### src/rtl/bwt_pkg.sv
// Shared types for the BWT sort controller: row element, FSM state encoding and error bit positions.
package bwt_pkg;

    localparam int ELEMENT_LEN = 8;
    localparam int ERR_LEN     = 0;
    localparam int ERR_TMO     = 1;

    typedef logic [ELEMENT_LEN-1:0] elem_t;

    typedef enum logic [2:0] {
        ST_IDLE,
        ST_LOAD,
        ST_BUILD,
        ST_START,
        ST_WAIT,
        ST_SETTLE,
        ST_CAPTURE,
        ST_EMIT
    } bwt_ctrl_state_t;

endpackage

### src/rtl/bwt_emit_stream.sv
// Output stage: streams the captured BWT column one registered row per valid/ready handshake.
module bwt_emit_stream
    import bwt_pkg::*;
#(
    parameter  int ROWS  = 8,
    localparam int IDX_W = $clog2(ROWS)
) (
    input  logic             clk,
    input  logic             rst,
    input  logic             go_i,
    input  elem_t            col_i [0:ROWS-1],
    input  logic             m_ready_i,
    output logic             m_valid_o,
    output elem_t            m_data_o,
    output logic [IDX_W-1:0] m_index_o,
    output logic             m_last_o,
    output logic             done_o
);

    logic             valid_q, valid_d;
    elem_t            data_q, data_d;
    logic [IDX_W-1:0] idx_q, idx_d;
    logic [IDX_W-1:0] idx_nxt;
    logic             last_q, last_d;

    always_comb begin
        valid_d = valid_q;
        data_d  = data_q;
        idx_d   = idx_q;
        last_d  = last_q;
        idx_nxt = idx_q + 1'b1;
        done_o  = valid_q && m_ready_i && last_q;

        if (go_i) begin
            valid_d = 1'b1;
            idx_d   = '0;
            data_d  = col_i[0];
            last_d  = (ROWS == 1);
        end else if (valid_q && m_ready_i) begin
            if (last_q) begin
                valid_d = 1'b0;
                idx_d   = '0;
                data_d  = '0;
                last_d  = 1'b0;
            end else begin
                idx_d  = idx_nxt;
                data_d = col_i[idx_nxt];
                last_d = (idx_nxt == IDX_W'(ROWS-1));
            end
        end
    end

    always_ff @(posedge clk or posedge rst) begin
        if (rst) begin
            valid_q <= 1'b0;
            data_q  <= '0;
            idx_q   <= '0;
            last_q  <= 1'b0;
        end else begin
            valid_q <= valid_d;
            data_q  <= data_d;
            idx_q   <= idx_d;
            last_q  <= last_d;
        end
    end

    assign m_valid_o = valid_q;
    assign m_data_o  = data_q;
    assign m_index_o = idx_q;
    assign m_last_o  = last_q;

endmodule

### src/rtl/bwt_sort_ctrl.sv
// Sequences one merge-sort job per input string: load, build rotation keys, launch, wait, capture, emit BWT column.
//
// state   | meaning
// IDLE    | ready for the first byte of a string
// LOAD    | collecting bytes 1..STRING_LEN-1
// BUILD   | registering the rotation key matrix
// START   | one-cycle launch pulse to the sort network
// WAIT    | waiting for sorted, bounded by TIMEOUT
// SETTLE  | one cycle for the network to commit its last row
// CAPTURE | registering the sorted BWT column
// EMIT    | streaming rows downstream
module bwt_sort_ctrl
    import bwt_pkg::*;
#(
    parameter  int STRING_LEN = 8,
    parameter  int COLUMN     = 3,
    parameter  int TIMEOUT    = 255,
    localparam int IDX_W      = $clog2(STRING_LEN),
    localparam int TMO_W      = $clog2(TIMEOUT + 1)
) (
    input  logic                   clk,
    input  logic                   rst,
    input  logic                   s_valid,
    output logic                   s_ready,
    input  logic [ELEMENT_LEN-1:0] s_data,
    input  logic                   s_last,
    input  logic [1:0]             cfg_sort_num,
    output logic                   sort_start,
    output logic [1:0]             sort_num,
    output logic [ELEMENT_LEN-1:0] sort_data [0:STRING_LEN-1][COLUMN-1:0],
    input  logic                   sort_sorted,
    input  logic [ELEMENT_LEN-1:0] sort_result [0:STRING_LEN-1][COLUMN-1:0],
    output logic                   m_valid,
    input  logic                   m_ready,
    output logic [ELEMENT_LEN-1:0] m_data,
    output logic [IDX_W-1:0]       m_index,
    output logic                   m_last,
    output logic                   busy,
    output logic [1:0]             err,
    input  logic                   err_clr
);

    bwt_ctrl_state_t  state_q, state_d;
    logic [IDX_W-1:0] cnt_q, cnt_d;
    logic [TMO_W-1:0] tmo_q, tmo_d;
    logic [1:0]       err_q, err_d;
    logic [1:0]       num_q, num_d;
    logic             s_ready_q, s_ready_d;
    logic             start_q, start_d;
    logic             go_q, go_d;
    logic             accept;
    logic             str_we;
    logic [IDX_W-1:0] str_wa;
    logic             emit_done;
    logic             unused_keys;

    elem_t str_q       [0:STRING_LEN-1];
    elem_t res_q       [0:STRING_LEN-1];
    elem_t sort_data_q [0:STRING_LEN-1][COLUMN-1:0];

    assign accept = s_valid && s_ready_q;
    assign str_wa = (state_q == ST_IDLE) ? '0 : cnt_q;

    always_comb begin
        state_d = state_q;
        cnt_d   = cnt_q;
        tmo_d   = tmo_q;
        err_d   = err_q;
        num_d   = num_q;
        str_we  = 1'b0;
        go_d    = 1'b0;

        // Clear first so that an error raised in the same cycle still sticks.
        if (err_clr) err_d = '0;

        case (state_q)
            ST_IDLE: begin
                if (accept) begin
                    str_we = 1'b1;
                    num_d  = cfg_sort_num;
                    cnt_d  = IDX_W'(1);
                    if (s_last) err_d[ERR_LEN] = 1'b1;
                    else        state_d = ST_LOAD;
                end
            end
            ST_LOAD: begin
                if (accept) begin
                    str_we = 1'b1;
                    cnt_d  = cnt_q + 1'b1;
                    if (cnt_q == IDX_W'(STRING_LEN-1)) begin
                        state_d = ST_BUILD;
                        if (!s_last) err_d[ERR_LEN] = 1'b1;
                    end else if (s_last) begin
                        err_d[ERR_LEN] = 1'b1;
                        state_d        = ST_IDLE;
                    end
                end
            end
            ST_BUILD: state_d = ST_START;
            ST_START: begin
                state_d = ST_WAIT;
                tmo_d   = '0;
            end
            ST_WAIT: begin
                if (sort_sorted) begin
                    state_d = ST_SETTLE;
                end else if (tmo_q == TMO_W'(TIMEOUT-1)) begin
                    err_d[ERR_TMO] = 1'b1;
                    state_d        = ST_IDLE;
                end else begin
                    tmo_d = tmo_q + 1'b1;
                end
            end
            ST_SETTLE:  state_d = ST_CAPTURE;
            ST_CAPTURE: begin
                state_d = ST_EMIT;
                go_d    = 1'b1;
            end
            ST_EMIT: if (emit_done) state_d = ST_IDLE;
            default: state_d = ST_IDLE;
        endcase

        s_ready_d = (state_d == ST_IDLE) || (state_d == ST_LOAD);
        start_d   = (state_d == ST_START);
    end

    always_ff @(posedge clk or posedge rst) begin
        if (rst) begin
            state_q   <= ST_IDLE;
            cnt_q     <= '0;
            tmo_q     <= '0;
            err_q     <= '0;
            num_q     <= '0;
            s_ready_q <= 1'b0;
            start_q   <= 1'b0;
            go_q      <= 1'b0;
        end else begin
            state_q   <= state_d;
            cnt_q     <= cnt_d;
            tmo_q     <= tmo_d;
            err_q     <= err_d;
            num_q     <= num_d;
            s_ready_q <= s_ready_d;
            start_q   <= start_d;
            go_q      <= go_d;
        end
    end

    // Row r is rotation r of the string; the last column holds the byte preceding that rotation.
    always_ff @(posedge clk or posedge rst) begin
        if (rst) begin
            for (int r = 0; r < STRING_LEN; r++) begin
                str_q[r] <= '0;
                res_q[r] <= '0;
                for (int c = 0; c < COLUMN; c++) sort_data_q[r][c] <= '0;
            end
        end else begin
            if (str_we) str_q[str_wa] <= s_data;
            if (state_q == ST_BUILD) begin
                for (int r = 0; r < STRING_LEN; r++) begin
                    for (int c = 0; c < COLUMN-1; c++)
                        sort_data_q[r][c] <= str_q[IDX_W'(r + c)];
                    sort_data_q[r][COLUMN-1] <= str_q[IDX_W'(r - 1)];
                end
            end
            if (state_q == ST_CAPTURE) begin
                for (int r = 0; r < STRING_LEN; r++) res_q[r] <= sort_result[r][COLUMN-1];
            end
        end
    end

    // Key prefix columns of the sorted matrix are not needed downstream.
    always_comb begin
        unused_keys = 1'b0;
        for (int r = 0; r < STRING_LEN; r++)
            for (int c = 0; c < COLUMN-1; c++)
                unused_keys = unused_keys ^ (^sort_result[r][c]);
    end

    bwt_emit_stream #(
        .ROWS (STRING_LEN)
    ) u_emit (
        .clk       (clk),
        .rst       (rst),
        .go_i      (go_q),
        .col_i     (res_q),
        .m_ready_i (m_ready),
        .m_valid_o (m_valid),
        .m_data_o  (m_data),
        .m_index_o (m_index),
        .m_last_o  (m_last),
        .done_o    (emit_done)
    );

    assign s_ready    = s_ready_q;
    assign sort_start = start_q;
    assign sort_num   = num_q;
    assign sort_data  = sort_data_q;
    assign busy       = (state_q != ST_IDLE);
    assign err        = err_q;

endmodule
### config.mk
export PLATFORM = sky130hd
export DESIGN_NAME = bwt_sort_ctrl
export DESIGN_NICKNAME = d
export VERILOG_FILES = /design/src/rtl/bwt_pkg.sv /design/src/rtl/bwt_emit_stream.sv /design/src/rtl/bwt_sort_ctrl.sv
export SDC_FILE = /design/constraint.sdc
export NUM_CORES = 1
export LEC_CHECK = 0
export ABC_AREA = 1
export BUFFER_PORTS_ARGS = -buffer_cell sky130_fd_sc_hd__buf_2
export CORE_AREA = 2 2 165 167
export DETAILED_ROUTE_END_ITERATION = 12
export DIE_AREA = 0 0 167 169
export SLEW_MARGIN = 15
export SYNTH_ARGS = -nofsm -noshare
export SYNTH_HDL_FRONTEND = slang
export SYNTH_SLANG_ARGS = --single-unit
### constraint.sdc
create_clock -name clk -period 5.6 [get_ports clk]
set_input_delay 0.28 -clock clk [delete_from_list [all_inputs] [get_ports clk]]
set_output_delay 0.28 -clock clk [all_outputs]
set_load 0.01 [all_outputs]
==> After elaboration in Yosys (flattened, before gate mapping) <==
Index checks and enable logic that the tools add are counted.
W data, S select, Z words.
{ "totals": {"ff_bits": 194, "latch_bits": 0, "ramBits": 0, "mem_bits_ro": 0, "out_inout_bits": 212, "wordCells": 120, "memories": 0} }
{ "classes": {"n_addsub": 3, "mul": 0, "div_mod_pow": 0, "n_lt_le_gt_ge": 3, "n_eq_ne": 16, "shifts": 0, "n_mux": 47, "bitwise": 2, "reduce_logical": 17} }
{ "ops": {"columns": ["cell", "count"], "rows": [
  ["$bwmux W64", 1],
  ["$mux W8", 8],
  ["$mux W3", 14],
  ["$bmux W8 S3", 1],
  ["$demux W8 S3", 1],
  ["$pmux W3 S8", 1],
  ["$eq A3 B3 Y1 const B", 6],
  ["$mux W1", 17],
  ["$pmux W8 S2", 1],
  ["$eq A3 B2 Y1 const B", 3],
  ["$add A8 B1 Y8 const B", 1],
  ["$eq A8 B8 Y1 const B", 1],
  ["$ge A4 B4 Y1 const B", 2],
  ["$ne A2 B2 Y1 const B", 4],
  ["$not A3 Y4", 2],
  ["$reduce_bool A2 Y1", 4],
  ["$add A3 B1 Y3 const B", 2],
  ["$eq A3 B1 Y1 const B", 2],
  ["$logic_not A3 Y1", 2],
  ["$pmux W3 S2", 1],
  ["$reduce_and A3 Y1", 2],
  ["$logic_and A1 B1 Y1", 4],
  ["$lt A4 B1 Y1 const B", 1],
  ["$reduce_and A2 Y1", 2],
  ["5 further kinds", 5]
]} }

==> Longest topological paths before layout <==
Gate-level depths: netlist of the first run.
{ "depth": {"depth_word": 8, "mapped_depth": 10, "mapped_depth_nobuf": 10} }

==> Modules after synthesis <==
Synthesis of the first run repeated with hierarchy kept, for this count alone.
{ "unflattened": {"hier_cells": 1063, "hier_area_um2": 8538.2} }
{ "by_module_without_submodules": {"columns": ["module", "n_inst", "cells_each", "area_each_um2", "seq_area_each_um2"], "rows": [
  ["bwt_sort_ctrl", 1, 845, 7208.2, 3728.6],
  ["bwt_emit_stream", 1, 218, 1330.0, 325.3]
]} }

==> Least setup slack after synthesis of the first run <==
OpenSTA, ideal clock, no wires.
{ "synth_path": {"kind": "register to register", "start": "register u_emit.idx_q[0], in the netlist u_emit.m_index_o[0]", "end": "register u_emit.data_q[0], in the netlist u_emit.m_data_o[0]", "setup_time_ns": 0.121, "arrival_time_ns": 1.795, "required_time_ns": 5.479, "slack_ns": 3.684, "path_stages_with_launch": 11, "n_path_buf": 3, "synth_period_minus_slack_ns": 1.916, "cell_sequence": "dfrtp_1 > buf_2 > inv_1 > buf_2 > ha_1 > clkbuf_1 > a21oi_1 > o21ai_0 > nand2_1 > a21oi_1 > nand2_1"} }
{ "synth_via": {"elab_chain_len": 8} }
{ "synth_lines": {"columns": ["item", "line_no", "source"], "rows": [
  ["from (decl)", "bwt_emit_stream.sv:22", "logic [IDX_W-1:0] idx_q, idx_d;"],
  ["from (signal assigned)", "bwt_emit_stream.sv:62", "idx_q <= idx_d;"],
  ["$add A3 B1 Y3", "bwt_emit_stream.sv:31", "idx_nxt = idx_q + 1'b1;"],
  ["$not A3 Y4 (not written as such)", "bwt_emit_stream.sv:47", "data_d = col_i[idx_nxt];"],
  ["$bmux W8 S3", "bwt_emit_stream.sv:47", null],
  ["$mux W8 (not written as such) (2 in series)", "bwt_emit_stream.sv:47", null],
  ["$mux W8", "bwt_emit_stream.sv:40", "if (last_q) begin"],
  ["$mux W8", "bwt_emit_stream.sv:39", "end else if (valid_q && m_ready_i) begin"],
  ["$mux W8", "bwt_emit_stream.sv:34", "if (go_i) begin"],
  ["to (signal assigned)", "bwt_emit_stream.sv:61", "data_q <= data_d;"],
  ["to (decl)", "bwt_emit_stream.sv:21", "elem_t data_q, data_d;"]
]} }
No other way between the ends. The select of a mux whose other input is x is not followed.
A chain may end at the register's enable or synchronous reset.

==> Worst setup path in the final report of the first run <==
{ "layout_path": {"start": "register state_q[0]", "end": "register res_q[44] (netlist bit)"} }
{ "layout_via": {"elab_chain_len": 1} }
{ "layout_lines": {"columns": ["item", "line_no", "source"], "rows": [
  ["from (decl)", "bwt_sort_ctrl.sv:43", "bwt_ctrl_state_t state_q, state_d;"],
  ["from (signal assigned)", "bwt_sort_ctrl.sv:138", "state_q <= state_d;"],
  ["$eq A3 B3 Y1", "bwt_sort_ctrl.sv:166", "if (state_q == ST_CAPTURE) begin"],
  ["to (signal, indexed assignment)", "bwt_sort_ctrl.sv:154", "res_q[r] <= '0;"],
  ["to (decl)", "bwt_sort_ctrl.sv:58", "elem_t res_q [0:STRING_LEN-1];"]
]} }
No other way between the ends.

==> results.txt, run 1 <==
The flow ran to the end, and the final reports show no timing, DRC or antenna violations. The area of all placed cells without fillers came out at between 9000 and 10000 µm². The number of slew-limit violations in the final report came out at 0. The number of buffers inserted by hold repair at cts came out at 0.

Each instance of the synthesized netlist takes up on average between 8 and 9 µm². The synthesis-to-finish area growth is 11.7%. Of the available clock period, the critical path in the final layout requires 0.533.

The fraction of layout instances using a drive strength above 1 came out at 0.232. STA classifies the critical path endpoint as a flop. The total grt overflow came out at 0.

The die outline area came out at 28200 µm². The setup-violating endpoint count in the final report is 0. The final hold violation count is 0. The via count of the routed design is between 6000 and 7000. For this block, the routed nets add up to a little under 20 mm of wire.

The arrival time at the worst endpoint came out at between 3 and 4 ns. Walking the worst path, the cells encountered are inv_1 > nand3_2 > inv_2 > buf_4 > nand2_1 > o21ai_0. The maximum clock frequency came out at 0.335 GHz. The analysis attributes to cell leakage a power of 5.14 nW. The synthesized netlist cell count came out at ~1000. The global-route wire length before repair is approximately 31 mm.

The half-perimeter wire length of the detailed placement result is 13.6 mm. After detailed routing, the average wire length per cell comes to about 13 µm. For this run, design rule violations remaining after detail routing come to 0. The slowest cell on the critical path is sky130_fd_sc_hd__inv_2. For this configuration, the core starts out at a cell density of 0.317. The H-tree level count is 4. In this run the worst hold path is classified as in2reg. The power per standard cell area came out at ~560 nW/µm².

The mapped cell area is 8400 µm². The count of buffers from port buffering came out at 196. The number of setup buffers added after CTS came out at 0. In this run the clock root is driven by a sky130_fd_sc_hd__clkbuf_16. The cell depth of the worst flop-to-flop path came out at 6.

STA classifies the critical path startpoint as a flop. In this run, CTS created clock tree buffers numbering 17. VDD sags by at most approximately 0.00025 V.

The later pin in the worst-skew pair is clocked with a latency of 0.43 ns. The width of the chip is around 170 µm. The number of distinct standard cells referenced by the synthesized netlist is 36. Of all nets on the critical path, the largest fanout is 64. For the final routed database, the setup TNS stands at 0 ns. The post-CTS resize count came out at 0. The tree built by TritonCTS fans out to roughly 160 sinks. The largest net degree at the start of global routing is 106. Of the synthesized area, sequential elements account for 0.483. In this run the remaining antenna-violating nets after routing total 0. The number of antenna violations at the first check in global routing came out at 3.

The worst endpoint required time came out at around 6 ns. In this run the deepest clock path goes through 2 buffers. The number of optimization iterations in the first detailed-route pass came out at 5.

The final total power is between 0.005 and 0.006 W. In this run the standard cell core region covers approximately 27000 µm². TritonCTS built the clock tree. For this run, the total global-route usage over all layers was measured as 0.138. The number of synthesized register bits came out at about 160.

The worst pin sits at a relative slew slack of 0.279. The number of cells on the worst hold path is 3. The number of global-route vias before repair came out at between 5000 and 6000. After detailed routing, the number of vias per cell comes to 4.26. The count of standard-cell rows came out at 60. The critical path in this run is classified as reg2reg. The placer congestion estimate came out at about 0.8. The number of warnings issued by yosys came out at 0.

During I/O placement, the number of pins put on the boundary was around 420. The die is ~170 µm tall. The largest stage delay on the critical path is ~1.0 ns. Subtracting the final worst setup slack from the clock period gives ~3 ns. The slew of the pin with the lowest slew margin came out at roughly 1.1 ns. Max-cap violations in this run came to 0.

The net count of the finished layout is 1342. The instance area at placement came out at approximately 8800 µm². The clock skew came out at between 0.01 and 0.015 ns. Setup repair after global routing left no endpoint under its margin. Clock-pin slew was measured on the worst setup and hold paths at approximately 0.07 ns.

The number of DRC markers after the initial detailed-route iteration is between 400 and 500.
[sequential cells by signal, summed over array words and instances (netlist names)]
register          flops
res_q                64
sort_data            32
str_q                32
tmo_q                 8
u_emit.m_data_o       8
cnt_q                 3
state_q               3
u_emit.m_index_o      3
err                   2
sort_num              2
go_q                  1
s_ready               1
sort_start            1
u_emit.m_last_o       1
u_emit.m_valid_o      1
[metrics by stage]
stage / setup WS (ns) / util / hold slack [ns] / std cells
after floorplan: 0.943 / - / 0.376 / 1107
after global placement: 2.49 / 0.331 / 0.457 / 1449
final: 2.61 / 0.354 / 0.0441 / 1484
after global routing: 2.30 / 0.353 / 0.0320 / 1481
after detailed placement: 2.48 / 0.331 / 0.461 / 1449
after CTS: 2.48 / 0.353 / 0.0244 / 1481
[final timing paths]
check	start	to	slack (ns)
max reg2reg	state_q[0]$_DFF_PP0_	res_q[44]$_DFFE_PP0N_	2.61
min	sort_result[115]	res_q[35]$_DFFE_PP0N_	0.04
min reg2reg	str_q[47]$_DFFE_PP0P_	sort_data[119]$_DFFE_PP0P_	0.48
max in group asynchronous	rst	str_q[52]$_DFFE_PP0P_	4.21
min in group asynchronous	rst	str_q[44]$_DFFE_PP0P_	0.06
max	state_q[0]$_DFF_PP0_	res_q[44]$_DFFE_PP0N_	2.61
[cells in the final DEF (no fill, tap or decap), types with 2 or more instances in the layout]
cell,instances
sky130_fd_sc_hd__nand2_2,4
sky130_fd_sc_hd__o21ai_2,8
sky130_fd_sc_hd__buf_2,196
sky130_fd_sc_hd__nor3_1,2
sky130_fd_sc_hd__nor2_4,3
sky130_fd_sc_hd__nor2_1,28
sky130_fd_sc_hd__ha_1,5
sky130_fd_sc_hd__o21ai_0,76
sky130_fd_sc_hd__nor2_2,2
sky130_fd_sc_hd__clkinv_4,3
sky130_fd_sc_hd__nand3_1,25
sky130_fd_sc_hd__buf_4,3
sky130_fd_sc_hd__nand3_2,2
sky130_fd_sc_hd__clkinvlp_4,3
sky130_fd_sc_hd__xor2_1,3
sky130_fd_sc_hd__a21oi_1,25
sky130_fd_sc_hd__inv_1,71
sky130_fd_sc_hd__nand2_4,3
sky130_fd_sc_hd__bufinv_16,2
sky130_fd_sc_hd__dfrtp_1,162
sky130_fd_sc_hd__o211ai_1,8
sky130_fd_sc_hd__diode_2,3
sky130_fd_sc_hd__inv_6,5
sky130_fd_sc_hd__conb_1,96
sky130_fd_sc_hd__clkbuf_16,17
sky130_fd_sc_hd__o21ai_1,32
sky130_fd_sc_hd__inv_2,5
sky130_fd_sc_hd__nand4_1,2
sky130_fd_sc_hd__clkinv_2,3
sky130_fd_sc_hd__nand2_1,334
[cells in the mapped netlist, drive strengths merged]
| master | count | share of area |
|---|---|---|
| xnor2 | 1 | 0.0010 |
| clkbuf | 19 | 0.0085 |
| nand2 | 341 | 0.16 |
| conb | 1 | 0.00045 |
| o211ai | 8 | 0.0072 |
| a31o | 1 | 0.0010 |
| dfrtp | 162 | 0.48 |
| o21ai | 116 | 0.073 |
| nor2 | 34 | 0.020 |
| nand4 | 2 | 0.0015 |
| o31ai | 1 | 0.00089 |
| clkinv | 1 | 0.00060 |
| or2 | 1 | 0.00075 |
| buf | 179 | 0.16 |
| a21oi | 27 | 0.018 |
| nand3 | 27 | 0.017 |
| o21bai | 1 | 0.00089 |
| nor3 | 3 | 0.0031 |
| ha | 6 | 0.0089 |
| xor2 | 3 | 0.0031 |
| inv | 77 | 0.034 |
| a22o | 1 | 0.0010 |
[where the power goes]
group	leakage (nW)	total, W	switching (W)	internal (W)
registers	2.06	0.00196	0.000285	0.00168
logic	2.80	0.00211	0.00137	0.000736
clock network	0.278	0.00118	0.000512	0.000663
total	5.14	0.00525	0.00217	0.00308
[per-layer routing]
| metal | wire length [µm] | vias up | share of wire | track usage |
|---|---|---|---|---|
| met5 | 0 | - | 0 | 0 |
| met4 | 241 | 0 | 0.012 | 0.0356 |
| met1 | 8520 | 2937 | 0.44 | 0.177 |
| met3 | 1270 | 16 | 0.065 | 0.0348 |
| met2 | 9500 | 228 | 0.49 | 0.232 |
| li1 | - | 3141 | - | - |
[layout make-up]
type                    count  area, µm²
multi-input cells         669       3000
fillers                  2792      17100
inverters                  78        299
diodes                      3       7.51
clock inverters            14        154
clock buffers              18        429
flip-flops and latches    162       4050
repair buffers            199       1000
well taps                 341        427
[worst max-delay path: cells and delay by family, from the launching register on]
family / cells / cell delay, ns
compound gates: 1 / 0.09
buf+inv: 3 / 1.56
flops: 1 / 0.48
simple gates: 2 / 0.73
[logic make-up after synthesis]
group,synth area share
and+or+nand+nor,0.199
buffers and inverters,0.203
DFF,0.483
AOI/OAI and AO/OA,0.102
adders and majority gates,0.00894
xor gates and xnor gates,0.00417
other,0.000447
Power figures use the tool's default switching activity.
==> run 2: changes to the inputs <==
CORE_AREA = 2 2 163 165   (was 2 2 165 167)
DIE_AREA = 0 0 165 167   (was 0 0 167 169)
clock period = 2.5 ns   (was 5.6 ns; I/O delays follow)
==> results.txt, run 2 (synthesis gave the netlist of run 1 again) <==
The flow ran to the end, and the final reports show no timing, DRC or antenna violations. The final hold violation count was 0. The largest net degree at the start of global routing is 86. The first detailed-routing pass ran for 5 iterations. The residual DRC count came out at 0. Setup total negative slack on the finished layout was measured at 0 ns. The kind of end point of the critical path is a flop. The count of buffer and inverter cells on the critical path came out at 1. The worst endpoint required time came out at around 2.9 ns. The number of flip-flops under the largest register name is 64. The H-tree level count is 4. The number of instances in the placed design came out at around 1500.

The tightest min-delay check is of the in2reg type. The critical path startpoint category is a flop. The number of antenna violations at the first check in global routing came out at 0.

The placer congestion estimate came out at 0.777. The slew of the pin with the lowest slew margin is 0.727 ns. The number of primary I/O pins is approximately 420.

The initial standard-cell utilization of the core is 0.326. The cell sitting at the root of the clock tree is a sky130_fd_sc_hd__clkbuf_16. The number of vias per cell after detailed routing is around 4.2. Summed over all layers, the global routing overflow is 0.

The standby leakage power is 5.54 nW. Along the worst path, the maximum fanout reaches 33. The maximum clock frequency is between 0.5 and 0.6 GHz.

The synthesis-to-finish area growth is 22.3%. The count of buffers from port buffering came out at slightly below 200. The first global-routing pass estimated roughly 32 mm of wire. For this block, the via count after detailed routing is ~6600. The half-perimeter wire length of the detailed placement result is around 13 mm.

In the final layout, the share of cells above drive strength 1 is 0.222. Setup repair after global routing left no endpoint under its margin. The diode insertion count for antenna repair is 0. The worst slew slack as a fraction of its limit is 0.515. The number of antenna-violating nets in the routed design came out at 0. The power per standard cell area came out at 1170 nW/µm².

The CTS tree is built. The final standard cell utilization of the core came out at 0.399. Leaving out fill and tap cells, the most frequent cells in the layout are sky130_fd_sc_hd__nand2_1 (334), sky130_fd_sc_hd__buf_2 (196), sky130_fd_sc_hd__dfrtp_1 (162). The die boundary height came out at approximately 170 µm. The worst-case IR drop observed on VDD is about 0.00055 V. Traced cell by cell, the critical path runs through ha_1 > buf_4 > o21ai_0 > o21ai_0 > nand2_1 > nand3_1. The number of maximum-capacitance constraint violations came out at 0. The critical path starts at u_emit.m_index_o[1]$_DFFE_PP0P_. After clock tree synthesis, the clock-pin slew on the worst setup and hold paths is around 0.070 ns. The core region is roughly 26000 µm². The register with the most flip-flops in the final layout is res_q. The source of the worst hold timing path is err_clr.

The number of setup buffers added after CTS is 0. The number of clock buffers inserted by TritonCTS is 17. The final wirelength came out at about 20 mm. The arrival time at the worst endpoint came out at roughly 2.1 ns. The source-to-sink clock delay at the later pin of the worst-skew pair came out at 0.42 ns.

Dividing the detail-routed wire length by the instance count gives between 10 and 15 µm. Of the available clock period, the critical path in the final layout requires 0.689. The die outline area came out at roughly 28000 µm². The minimum clock period came out at roughly 1.7 ns. The worst setup path is of the reg2reg kind. The final cell count without fillers came out at between 1500 and 2000. The number of DRC markers after the initial detailed-route iteration came out at 465. The net count of the finished layout is 1430. Grouping stages by cell kind, the critical path spends the most delay in compound AO/OA/AOI/OAI gates.

The count of standard-cell rows came out at 59. The most frequent cell on the critical path is sky130_fd_sc_hd__o21ai_0. The clock skew came out at about 0.016 ns. The largest single stage delay on the critical path is approximately 0.42 ns. The number of global-route vias before repair is 6223. In this run the critical register-to-register path is launched from u_emit.m_index_o[1]$_DFFE_PP0P_. The number of slew-limit violations in the final report came out at 0. The slowest cell on the critical path is sky130_fd_sc_hd__dfrtp_1.

The total routing resource utilization after global routing is 0.148. The worst hold slack is between 0.03 and 0.04 ns. The maximum root-to-sink buffer count is 2. The library cell used most frequently in the layout, excluding fill and tap cells, is sky130_fd_sc_hd__nand2_1. The number of clock sinks is ~160. The setup-violating endpoint count in the final report came out at 0. The width of the chip came out at between 150 and 200 µm.
run 2: layer usage:
layer  vias up  part of all wire  global-route usage
met5         -                 0                   0
met4         0             0.010              0.0321
met3        12             0.060              0.0374
met2       228              0.49               0.256
met1      3014              0.44               0.184
li1       3324                 -                   -
run 2: worst min-delay path, delay by kind of cell:
family	cells	cell delay, ns
AO/OA/AOI/OAI	1	0.08
buffers and inverters	2	0.14
AND/OR/NAND/NOR	1	0.06
run 2: area by class of cell:
type                       instances  area [µm²]
clock buffer                      20         447
clock inverter                    12         155
fill                            2557       15500
inverter                          78         298
multi-input combinational        669        3000
sequential                       162        4050
tap                              335         419
timing repair buffer             287        1900
run 2: power by group:
group          leakage, nW  internal, W  switching [W]
sequential            2.06      0.00376       0.000639
combinational         3.19      0.00181        0.00310
clock                0.291      0.00160        0.00108
total                 5.54      0.00717        0.00481
run 2: through the flow:
stage	setup slack, ns	total power (W)	instance area [µm²]
after floorplan	0.318	0.00825	8760
after CTS	0.769	0.0122	10300
after global placement	0.777	0.00920	8880
final	0.777	0.0120	10300
after detailed placement	0.779	0.00931	8880
after global routing	0.632	0.0131	10300
run 2: final timing paths:
check	to	slack [ns]	cells past startpoint
setup / recovery	u_emit.m_data_o[7]$_DFFE_PP0P_	0.78	6
hold / removal	err[0]$_DFF_PP0_	0.03	4
setup reg to reg	u_emit.m_data_o[7]$_DFFE_PP0P_	0.78	6
hold reg to reg	sort_data[116]$_DFFE_PP0P_	0.47	2
max in group asynchronous	sort_data[88]$_DFFE_PP0P_	1.68	4
min in group asynchronous	tmo_q[6]$_DFFE_PP0P_	0.40	4
run 2: what timing repair did:
action                                 CTS  global route
resized for setup                        0             0
endpoints found under the hold margin  238             0
hold buffers                            78             0
==> run 3: changes to the inputs <==
ABC_AREA = 0   (was 1)
CORE_AREA = 2 2 162 164   (was 2 2 163 165)
DIE_AREA = 0 0 164 166   (was 0 0 165 167)
clock period = 1.4 ns   (was 2.5 ns; I/O delays follow)
==> results.txt, run 3 <==
The mapped cell area is between 8000 and 9000 µm². The synthesized netlist cell count is 636. The critical path is of the reg2reg type. The slew of the pin with the lowest slew margin came out at between 0.6 and 0.7 ns. The total routing resource utilization after global routing is 0.146. The number of distinct standard cells referenced by the synthesized netlist is 49.

The sequential fraction of the synthesis area is 0.500. The smallest clock period supported by the final layout is computed as 1.80 ns. The source-to-sink clock delay at the later pin of the worst-skew pair came out at 0.44 ns. The library cells used most frequently in the layout, excluding fill and tap cells, are sky130_fd_sc_hd__buf_2 (193), sky130_fd_sc_hd__dfrtp_1 (157), sky130_fd_sc_hd__conb_1 (96).

Setup slack on the critical path of the routed design comes to -0.398 ns. The final reports fail on negative setup slack. The worst endpoint required time came out at approximately 1.7 ns. The class of the most critical hold timing path is in2reg. The wire-length estimate of the detail-placed layout is roughly 13 mm.

The number of slew-limit violations in the final report is 0. The global-route wire length before repair is a little over 30 mm. The count of fill cells added during filler insertion came out at roughly 2300. The total overflow left after global routing is 0. The final total power is between 0.015 and 0.02 W. The number of DRC markers after the initial detailed-route iteration is 309. The wire length on met2 is between 10 and 15 mm. The net count of the finished layout is between 1000 and 1500.

The flow ran to the end, but the final reports show violations. The die boundary height came out at 166 µm. For this design the static power due to leakage is 5.95 nW.

The fraction of layout instances using a drive strength above 1 came out at 0.559. The initial utilization of the core area, before any placement, comes to 0.317. The H-tree generated during clock tree synthesis spans 4 levels. Clock-pin slew was measured on the worst setup and hold paths at 0.07 ns. The complex-gate fraction of the synthesized area came to 0.0308.

The maximum clock frequency is approximately 0.56 GHz. The number of maximum-capacitance constraint violations is 0. For this run, asynchronously set or reset flops after synthesis account for 1.00. The number of warnings issued by yosys is 0.

The residual DRC count came out at 0. The top-area cell type share of the netlist area came out at 0.500. The share of synthesized area spent on multiplexers came out at 0.232. Detailed routing placed a total of approximately 1.2 mm of wire on met3. The die covers around 27000 µm². The diode insertion count for antenna repair is 0.

Of the total power, the share spent switching nets is 0.315. TritonCTS created 17 clock buffers. The most common cell after layout, fill and taps aside is sky130_fd_sc_hd__buf_2. Yosys instantiated no cell more often than sky130_fd_sc_hd__dfrtp_1. By count the netlist is led by sky130_fd_sc_hd__dfrtp_1 (162), sky130_fd_sc_hd__buf_4 (160), sky130_fd_sc_hd__mux2_2 (121), sky130_fd_sc_hd__nand2_1 (38), sky130_fd_sc_hd__mux4_2 (16). The width of the chip is 164 µm. The internal power consumption came out at approximately 0.013 W. During placement, the flow inserted port buffers numbering 196. The number of global-route vias before repair came out at between 5000 and 6000. The largest net degree at the start of global routing is 45. Of the total synthesized cell area, the portion taken by AND, OR, NAND and NOR gates is 0.0546. The final hold violation count came out at 0. The synthesis-to-finish area growth came out at 45.8%. The worst hold slack came out at ~0.11 ns. After synthesis, the largest family of logic cells by area is multiplexers. TritonCTS built the clock tree. The ratio of final minimum period to clock period came out at 1.28.

The number of synthesized register bits came out at 162. The worst setup path is captured at a flop. The number of clock sinks came out at 162. The worst slew slack as a fraction of its limit came out at 0.590.

Setup repair after global routing could not meet its margin everywhere. After detailed routing, the wire length on met1 is 8.82 mm. The largest fanout of any net on the critical path came out at 8.

Of all cell types, the one taking the most synthesized area is sky130_fd_sc_hd__dfrtp_1. Of the total synthesized cell area, the portion taken by full adders, half adders and majority gates is 0.00925. The critical path startpoint category is a flop. The longest clock path from root to sink contains 2 buffers. The placer congestion estimate is 0.750.

The sequential fraction of design power is 0.346. For this run, the detailed router's first-pass iteration total came to 5. The worst ir drop on vdd is a little over 0.001 V.

The arrival time at the worst endpoint came out at between 2 and 2.5 ns. The count of standard-cell rows is 59. The final wirelength came out at between 20 and 25 mm.

The proportion of power drawn by combinational gates is 0.418. The number of antenna violations at the first check in global routing is 0. The per-cell routed wire length came out at 16.3 µm. The number of flops mapped to enable cells by yosys is 0.

Dividing the synthesized area by the synthesized cell count gives roughly 13 µm². Of the total power, the clock network draws 0.236. The clock skew came out at between 0.015 and 0.02 ns.

Ranked by flip-flop count, first place goes to res_q. The via count of the routed design came out at 5715. The setup TNS is -37.30 ns. The number of primary I/O pins came out at around 420.

The xor and xnor area share after synthesis came out at 0.00432. The number of flip-flops under the largest register name is 64. The number of vias per cell after detailed routing came out at ~4.4. The placeable core area is roughly 26000 µm². The highest routed metal layer is met4. Ranked by total cell area, the synthesized netlist is headed by sky130_fd_sc_hd__dfrtp_1 (50%), sky130_fd_sc_hd__mux2_2 (17%), sky130_fd_sc_hd__buf_4 (15%), sky130_fd_sc_hd__mux4_2 (4.4%), sky130_fd_sc_hd__nand2_1 (1.8%). The setup-violating endpoint count in the final report is about 160. The power per standard cell area came out at 1670 nW/µm². The most used flip-flop cell after synthesis is sky130_fd_sc_hd__dfrtp_1. The number of antenna-violating nets in the routed design came out at 0. For this design the total switching power over the nets is a little over 0.006 W. The root buffer selected by CTS is sky130_fd_sc_hd__clkbuf_16.
==> run 3: changes by cell type in the layout (fill, tap and decap cells not counted), sizes merged, moves of 16 or more <==
cell	delta
nand2	-302
buf	+87
mux2	+130
inv	-60
o21ai	-112
nor2	-21
mux4	+16
a21oi	-20
nand3	-22
==> run 3: area by class of cell <==
| type | instances | area [µm²] | share of cell area |
|---|---|---|---|
| well taps | 335 | 419 | 0.0354 |
| flip-flops and latches | 162 | 4060 | 0.343 |
| clock buffers | 17 | 425 | 0.0360 |
| repair buffers | 381 | 3110 | 0.263 |
| inverters | 11 | 55.1 | 0.00466 |
| clock inverters | 14 | 144 | 0.0122 |
| multi-input cells | 374 | 3610 | 0.305 |
==> run 3: logic make-up (layout without fill, tap and decap cells) <==
logic type / count (synthesis) / count (layout)
simple gates: 84 / 85
other cells: 1 / 96
mux: 149 / 149
compound gates: 34 / 34
flops: 162 / 162
xor+xnor: 4 / 4
fa+ha+maj: 6 / 6
buf+inv: 196 / 423
==> run 3: repair_timing <==
action                                  4_1_cts  5_1_grt
resized for setup                            31       98
hold endpoints to repair                    111        0
hold buffers                                 78        0
buffers inserted                              8       26
pin swaps                                    19       30
cloned                                        4       11
endpoints found under the setup margin      153      157
==> run 3: power by group through the flow <==
stage                     combinational [W]  sequential [W]  clock (W)
final                               0.00824         0.00681    0.00464
after global routing                0.00882         0.00695    0.00492
after CTS                           0.00705         0.00678    0.00472
after detailed placement            0.00628         0.00682          0
after global placement              0.00615         0.00680          0
after floorplan                     0.00490         0.00664          0
==> run 3: per-layer routing <==
metal / vias to the layer above / global-route usage
li1: 2596 / -
met1: 2873 / 0.183
met2: 229 / 0.256
met3: 17 / 0.0325
met4: 0 / 0.0332
met5: - / 0
==> run 3: metrics by stage <==
step / worst slack, ns / cells / utilization / instance area, µm²
after floorplan: -0.727 / 731 / - / 8770
after global placement: -0.360 / 1138 / 0.365 / 9340
after detailed placement: -0.405 / 1138 / 0.365 / 9340
after CTS: -0.394 / 1259 / 0.430 / 11000
after global routing: -0.453 / 1294 / 0.462 / 11800
final: -0.398 / 1294 / 0.462 / 11800
==> run 3: critical path, stage by stage, from the launching register on <==
cell and delay [ns]:
sky130_fd_sc_hd__dfrtp_1 0.41, sky130_fd_sc_hd__and4bb_4 0.37, sky130_fd_sc_hd__nand3b_4 0.08, sky130_fd_sc_hd__or3_1 0.36, sky130_fd_sc_hd__buf_6 0.16, sky130_fd_sc_hd__mux2_4 0.30
==> run 3: path summary, 6_finish.rpt <==
| check | startpoint | depth (start not counted) | endpoint | slack, ns |
|---|---|---|---|---|
| setup / recovery | state_q[1]$_DFF_PP0_ | 5 | str_q[46]$_DFFE_PP0P_ | -0.40 |
| hold / removal | sort_sorted | 4 | tmo_q[5]$_DFFE_PP0P_ | 0.11 |
| setup reg to reg | state_q[1]$_DFF_PP0_ | 5 | str_q[46]$_DFFE_PP0P_ | -0.40 |
| hold reg to reg | res_q[23]$_DFFE_PP0N_ | 1 | res_q[23]$_DFFE_PP0N_ | 0.51 |
| max in group asynchronous | rst | 4 | res_q[60]$_DFFE_PP0N_ | 0.56 |
| min in group asynchronous | rst | 3 | res_q[47]$_DFFE_PP0N_ | 0.23 |
